**config.mk**
```make
export PLATFORM = sky130hd
export DESIGN_NAME = grid_scan_reader
export DESIGN_NICKNAME = d
export VERILOG_FILES = /design/src/rtl/grid_scan_reader_pkg.sv /design/src/rtl/grid_rc_counter.sv /design/src/rtl/grid_scan_reader.sv
export SDC_FILE = /design/constraint.sdc
export NUM_CORES = 2
export LEC_CHECK = 0
export BUFFER_PORTS_ARGS = -buffer_cell sky130_fd_sc_hd__buf_2
export CAP_MARGIN = 15
export CORE_AREA = 4 4 405 407
export DETAILED_ROUTE_END_ITERATION = 16
export DIE_AREA = 0 0 409 411
export SLEW_MARGIN = 20
export SYNTH_ARGS = -nofsm -noshare
export SYNTH_HDL_FRONTEND = slang
export SYNTH_HIERARCHICAL = 1
export SYNTH_SLANG_ARGS = --single-unit
```
**constraint.sdc**
```tcl
create_clock -name clk -period 3.9 [get_ports clk]
set_clock_uncertainty 0.2 [all_clocks]
set_input_delay 0.39 -clock clk [delete_from_list [all_inputs] [get_ports clk]]
set_output_delay 0.39 -clock clk [all_outputs]
set_load 0.02 [all_outputs]
```
**src/rtl/grid_scan_reader_pkg.sv**
```systemverilog
// Shared grid dimensions, derived index widths and the scan FSM encoding.
// The copy stage and the scan reader import the same N/M from here.
package grid_scan_reader_pkg;

    localparam int GRID_N  = 40;
    localparam int GRID_M  = 25;
    localparam int GRID_RW = $clog2(GRID_M);
    localparam int GRID_CW = $clog2(GRID_N);
    localparam int GRID_LW = $clog2(GRID_N * GRID_M + 1);

    typedef enum logic [1:0] {
        ST_IDLE = 2'd0,
        ST_SCAN = 2'd1,
        ST_DONE = 2'd2
    } scan_state_t;

endpackage

```
**src/rtl/grid_rc_counter.sv**
```systemverilog
// Row-major row/column position counter with synchronous clear.
// Columns wrap at N-1; term flags (M-1,N-1), where the counter returns to (0,0).
module grid_rc_counter #(
    parameter int N  = 40,
    parameter int M  = 25,
    parameter int RW = 5,
    parameter int CW = 6
) (
    input  logic          clk,
    input  logic          rst,
    input  logic          clr,
    input  logic          en,
    output logic [RW-1:0] row,
    output logic [CW-1:0] col,
    output logic          term
);

    assign term = (row == RW'(M - 1)) && (col == CW'(N - 1));

    always_ff @(posedge clk or negedge rst) begin
        if (!rst) begin
            row <= '0;
            col <= '0;
        end else if (clr) begin
            row <= '0;
            col <= '0;
        end else if (en) begin
            if (col == CW'(N - 1)) begin
                col <= '0;
                row <= term ? '0 : row + 1'b1;
            end else begin
                col <= col + 1'b1;
            end
        end
    end

endmodule

```
**src/rtl/grid_scan_reader.sv**
```systemverilog
// Snapshots the flattened cell grid on start and streams it out one cell per
// transfer in row-major order, counting live cells as they are accepted.
module grid_scan_reader
    import grid_scan_reader_pkg::*;
#(
    parameter int N  = GRID_N,
    parameter int M  = GRID_M,
    parameter int RW = $clog2(M),
    parameter int CW = $clog2(N),
    parameter int LW = $clog2(N * M + 1)
) (
    input  logic          clk,
    input  logic          rst,
    input  logic [N*M-1:0] grid,
    input  logic          start,
    output logic          busy,
    output logic          cell_valid,
    input  logic          cell_ready,
    output logic          cell_data,
    output logic [RW-1:0] cell_row,
    output logic [CW-1:0] cell_col,
    output logic          cell_first,
    output logic          cell_last,
    output logic          done,
    output logic [LW-1:0] live_count
);

    // Handshake: a cell transfers on a rising edge where cell_valid && cell_ready.
    // cell_valid depends only on the state register, so it never falls without a
    // transfer and has no path from cell_ready; a stalled cell is held unchanged.

    scan_state_t    state_q, state_d;
    logic [N*M-1:0] snap;
    logic           load, adv, term;
    logic [LW-1:0]  idx;

    always_ff @(posedge clk or negedge rst) begin
        if (!rst) state_q <= ST_IDLE;
        else      state_q <= state_d;
    end

    always_comb begin
        state_d = state_q;
        load    = 1'b0;
        adv     = 1'b0;
        case (state_q)
            ST_IDLE: begin
                if (start) begin
                    load    = 1'b1;
                    state_d = ST_SCAN;
                end
            end
            ST_SCAN: begin
                if (cell_ready) begin
                    adv = 1'b1;
                    if (term) state_d = ST_DONE;
                end
            end
            ST_DONE: state_d = ST_IDLE;
            default: state_d = ST_IDLE;
        endcase
    end

    grid_rc_counter #(.N(N), .M(M), .RW(RW), .CW(CW)) u_rc (
        .clk  (clk),
        .rst  (rst),
        .clr  (load),
        .en   (adv),
        .row  (cell_row),
        .col  (cell_col),
        .term (term)
    );

    // The snapshot is only written on an accepted start, so grid changes mid-frame are invisible.
    always_ff @(posedge clk or negedge rst) begin
        if (!rst) begin
            snap       <= '0;
            live_count <= '0;
        end else if (load) begin
            snap       <= grid;
            live_count <= '0;
        end else if (adv) begin
            live_count <= live_count + LW'(cell_data);
        end
    end

    assign idx        = LW'(cell_row) * LW'(N) + LW'(cell_col);
    assign busy       = (state_q != ST_IDLE);
    assign cell_valid = (state_q == ST_SCAN);
    assign done       = (state_q == ST_DONE);
    assign cell_data  = cell_valid && snap[idx];
    assign cell_first = cell_valid && (cell_row == '0) && (cell_col == '0);
    assign cell_last  = cell_valid && term;

endmodule
```
==> results.py <==
metrics = {
    "synth": {
        "synth_top_family_by_area": "multiplexers",
        "synth_area_leaders": "dfrtp_1 (55%), mux2_2 (24%), mux4_2 (12%)",
        "async_flop_share_pct": 100,
        "synthSimpleGateAreaFrac_pct": 1.67,
        "synth-adder-area-share_pct": 0.460,
        "synthMuxAreaShare_pct": 38.0,
        "synth-compound-area-share_pct": 2.31,
        "ys.flop_type": "dfrtp_1",
        "synth_largest_area_cell": "dfrtp_1",
        "yosys_warnings": 6,
        "netlist_area_mm2": 0.0468,
        "ys_seq_area_share_pct": 54.7,
        "synth_xor_area_share_pct": 0.404,
        "postSynthCellCount": 2910,
        "avgSynthCellArea_um2": 16.1,
        "ys_ff_latch": 1023,
        "synth_nets": 3930,
        "synth_top_area_share_pct": 54.7,
        "synth_edf_count": 0,
        "yosysUniqueCellTypes": 65,
    },
    "cts": {
        "tritoncts": "yes",
        "cts_buffers": 114,
        "clock_latency_ps": 740,
        "cts_htree_levels": 3,
        "clk_path_buf_depth": 3,
        "clk_pin_slew_worst_paths_ps": 60,
        "cts_sinks": 1023,
        "cts_root_buffer": "clkbuf_16",
    },
    "critical_path": {
        "path_delay_family": "multiplexers",
        "cp.arrival_ps": 4280,
        "path_common_cell": "buf_12",
        "path_class": "reg2out",
        "critical_path.max_stage_delay_ps": 560,
        "timing.critical_path.slowest_stage_cell": "mux4_2",
        "crit_chain": "buf_12 > buf_12 > buf_16 > buf_12 > mux4_2 > mux4_2 > nor2_1 > o211ai_1 > and3_1 > o221a_2 > o31ai_2 > nand2_2 > buf_6 > buf_6",
        "cp_max_fo": 9,
        "cp-end-kind": "primary output",
        "cp-start-kind": "flop",
        "crit_required_ps": 3310,
        "critPathBufInv": 6,
    },
    "finish": {
        "layout_commonest_cell": "buf_2",
        "finalNonFillerCells": 7483,
        "drive_gt1_share_pct": 55.2,
        "fill_cells": 13900,
        "fin_util_pct": 44.9,
        "layout_common_cells": "buf_2 (1028), mux2_2 (1016), dfrtp_1 (1014)",
        "area_growth_pct": 53.9,
        "nNetsFinal": 6184,
    },
    "sta": {
        "setup_viol": 11,
        "period_needed_ps": 4870,
        "hold_violations": 0,
        "fmax_ghz": 0.205,
        "worst_slew_margin_rel_pct": 42.9,
        "worst_slew_pin_slew_ps": 857,
        "fin_ws_ps": -973,
        "drv_slew": 0,
        "period_share_pct": 125,
        "rsz0062_at_grt": "yes",
    },
    "global_route": {
        "track_usage_pct": 22.1,
        "grt_most_used_layer": "met2",
        "grt_use_met1_pct": 27.2,
        "grt_max_degree": 109,
        "grt_pass1_wl_mm": 275,
        "antenna_found_initial": 69,
        "grt_use_met3_pct": 4.29,
        "first_global_vias": 40300,
        "grt-ovfl-total": 0,
        "grt.met2_usage_pct": 38.4,
    },
    "routing": {
        "drtIter0Drc": 2387,
        "ant_nets": 0,
        "remaining_drc_errors": 0,
        "dr.pass1.iters": 5,
        "viasPerCell": 4.84,
        "dr_total_vias": 36200,
        "wire_per_inst_um": 25.6,
        "wl_mm": 191,
    },
    "die": {
        "num_rows": 147,
        "pin_count": 1031,
        "die_height_um": 411,
        "fp.dieW_um": 409,
        "dieArea_mm2": 0.168,
        "core_mm2": 0.160,
        "start_util_pct": 29.2,
    },
    "run_status": {
        "outcome": "complete, but fails checks",
        "violations": "negative setup slack",
    },
    "pwr": {
        "total_power_mw": 45.5,
        "vdd_drop_max_v": 0.000369,
        "leakage_nw": 32.7,
        "p_per_area_mw_per_mm2": 632,
    },
    "placed_design": {
        "placed_cells": 6149,
        "gp_congestion": 0.882,
        "io_buffer_count": 1030,
        "dpl.hpwl_mm": 138,
    },
    "run": {
        "drv_cap": 0,
    },
    "worst_hold_path": {
        "hp-class": "in2reg",
    },
}
-- registers in the layout (all words and copies together), names as in the netlist --
register and cells:
state_q 2, live_count 10, snap 1000, u_rc/row 5, u_rc/col 6
-- report_power, final --
group	internal (mW)	leakage, nW	switching (mW)
clock network	6.62	1.91	4.69
logic	10.1	17.6	8.60
registers	13.6	13.1	1.83
-- stage by stage --
| step | worst slack, ps | hold WS [ps] | instance area (µm²) | TNS, ps |
|---|---|---|---|---|
| final | -973 | 109 | 72000 | -6450 |
| after global routing | -1110 | 101 | 71900 | -7840 |
| after CTS | -1120 | 59.6 | 71300 | -10140 |
| after detailed placement | -1940 | 290 | 56400 | -20090 |
| after global placement | -2290 | 284 | 56400 | -23140 |
| after floorplan | -126 | -106 | 46800 | -345 |
-- cell type report --
cell class	count	area [µm²]	share of cell area [%]
timing repair buffer	2342	18800	26.1
tap	2160	2700	3.76
multi-input combinational	1660	20700	28.8
clock inverter	45	609	0.847
sequential	1023	25600	35.6
clock buffer	167	3300	4.59
inverter	23	92.6	0.129
antenna	63	158	0.219
-- synthesized netlist by cell type (7+ instances only) --
cell type,number
a221oi_1,18
nor2b_1,10
nor2_1,31
dfrtp_1,1023
and3_1,8
xor2_1,13
mux2_2,1017
a21oi_1,21
and2_1,8
ha_1,14
o2111ai_1,8
inv_1,22
nand3_1,22
clkbuf_1,139
mux2i_1,50
buf_2,25
mux4_2,258
a211oi_1,10
o21ai_0,19
a31oi_1,10
a22oi_1,14
buf_1,7
buf_6,23
nand2_1,33
o221ai_1,7
-- final timing paths --
kind / start / endpoint / slack (ps) / depth (start not counted)
max: u_rc/col[0] / cell_data / -970 / 14
min: start / live_count[2] / 110 / 5
max reg2reg: u_rc/col[0] / live_count[4] / -680 / 19
min reg2reg: snap[406] / snap[406] / 300 / 1
max in group asynchronous: rst / snap[812] / 2150 / 4
min in group asynchronous: rst / snap[208] / 140 / 2
-- logic make-up after synthesis --
kind of cell	Yosys count
adder cells (fa/ha/maj)	16
XOR/XNOR	20
AO/OA/AOI/OAI	148
multiplexers	1325
buffers and inverters	227
flip-flops	1023
AND/OR/NAND/NOR	151
-- worst min-delay path: cells and delay by family --
family,cells,cell delay [ps]
buffers and inverters,3,340
and+or+nand+nor,2,180
-- layer usage --
layer  vias up  share of wire [%]
met3       491                5.6
met4        18                4.2
li1      15600                  -
met5         -              0.057
met2      1387                 50
met1     18700                 40
-- what timing repair did --
item,CTS,global route
pin swaps,21,24
setup endpoints to repair,11,12
cloned,4,4
resized for setup,96,53
setup buffers,30,24
hold buffers,1002,0
endpoints found under the hold margin,1054,0
Power figures use the tool's default switching activity.
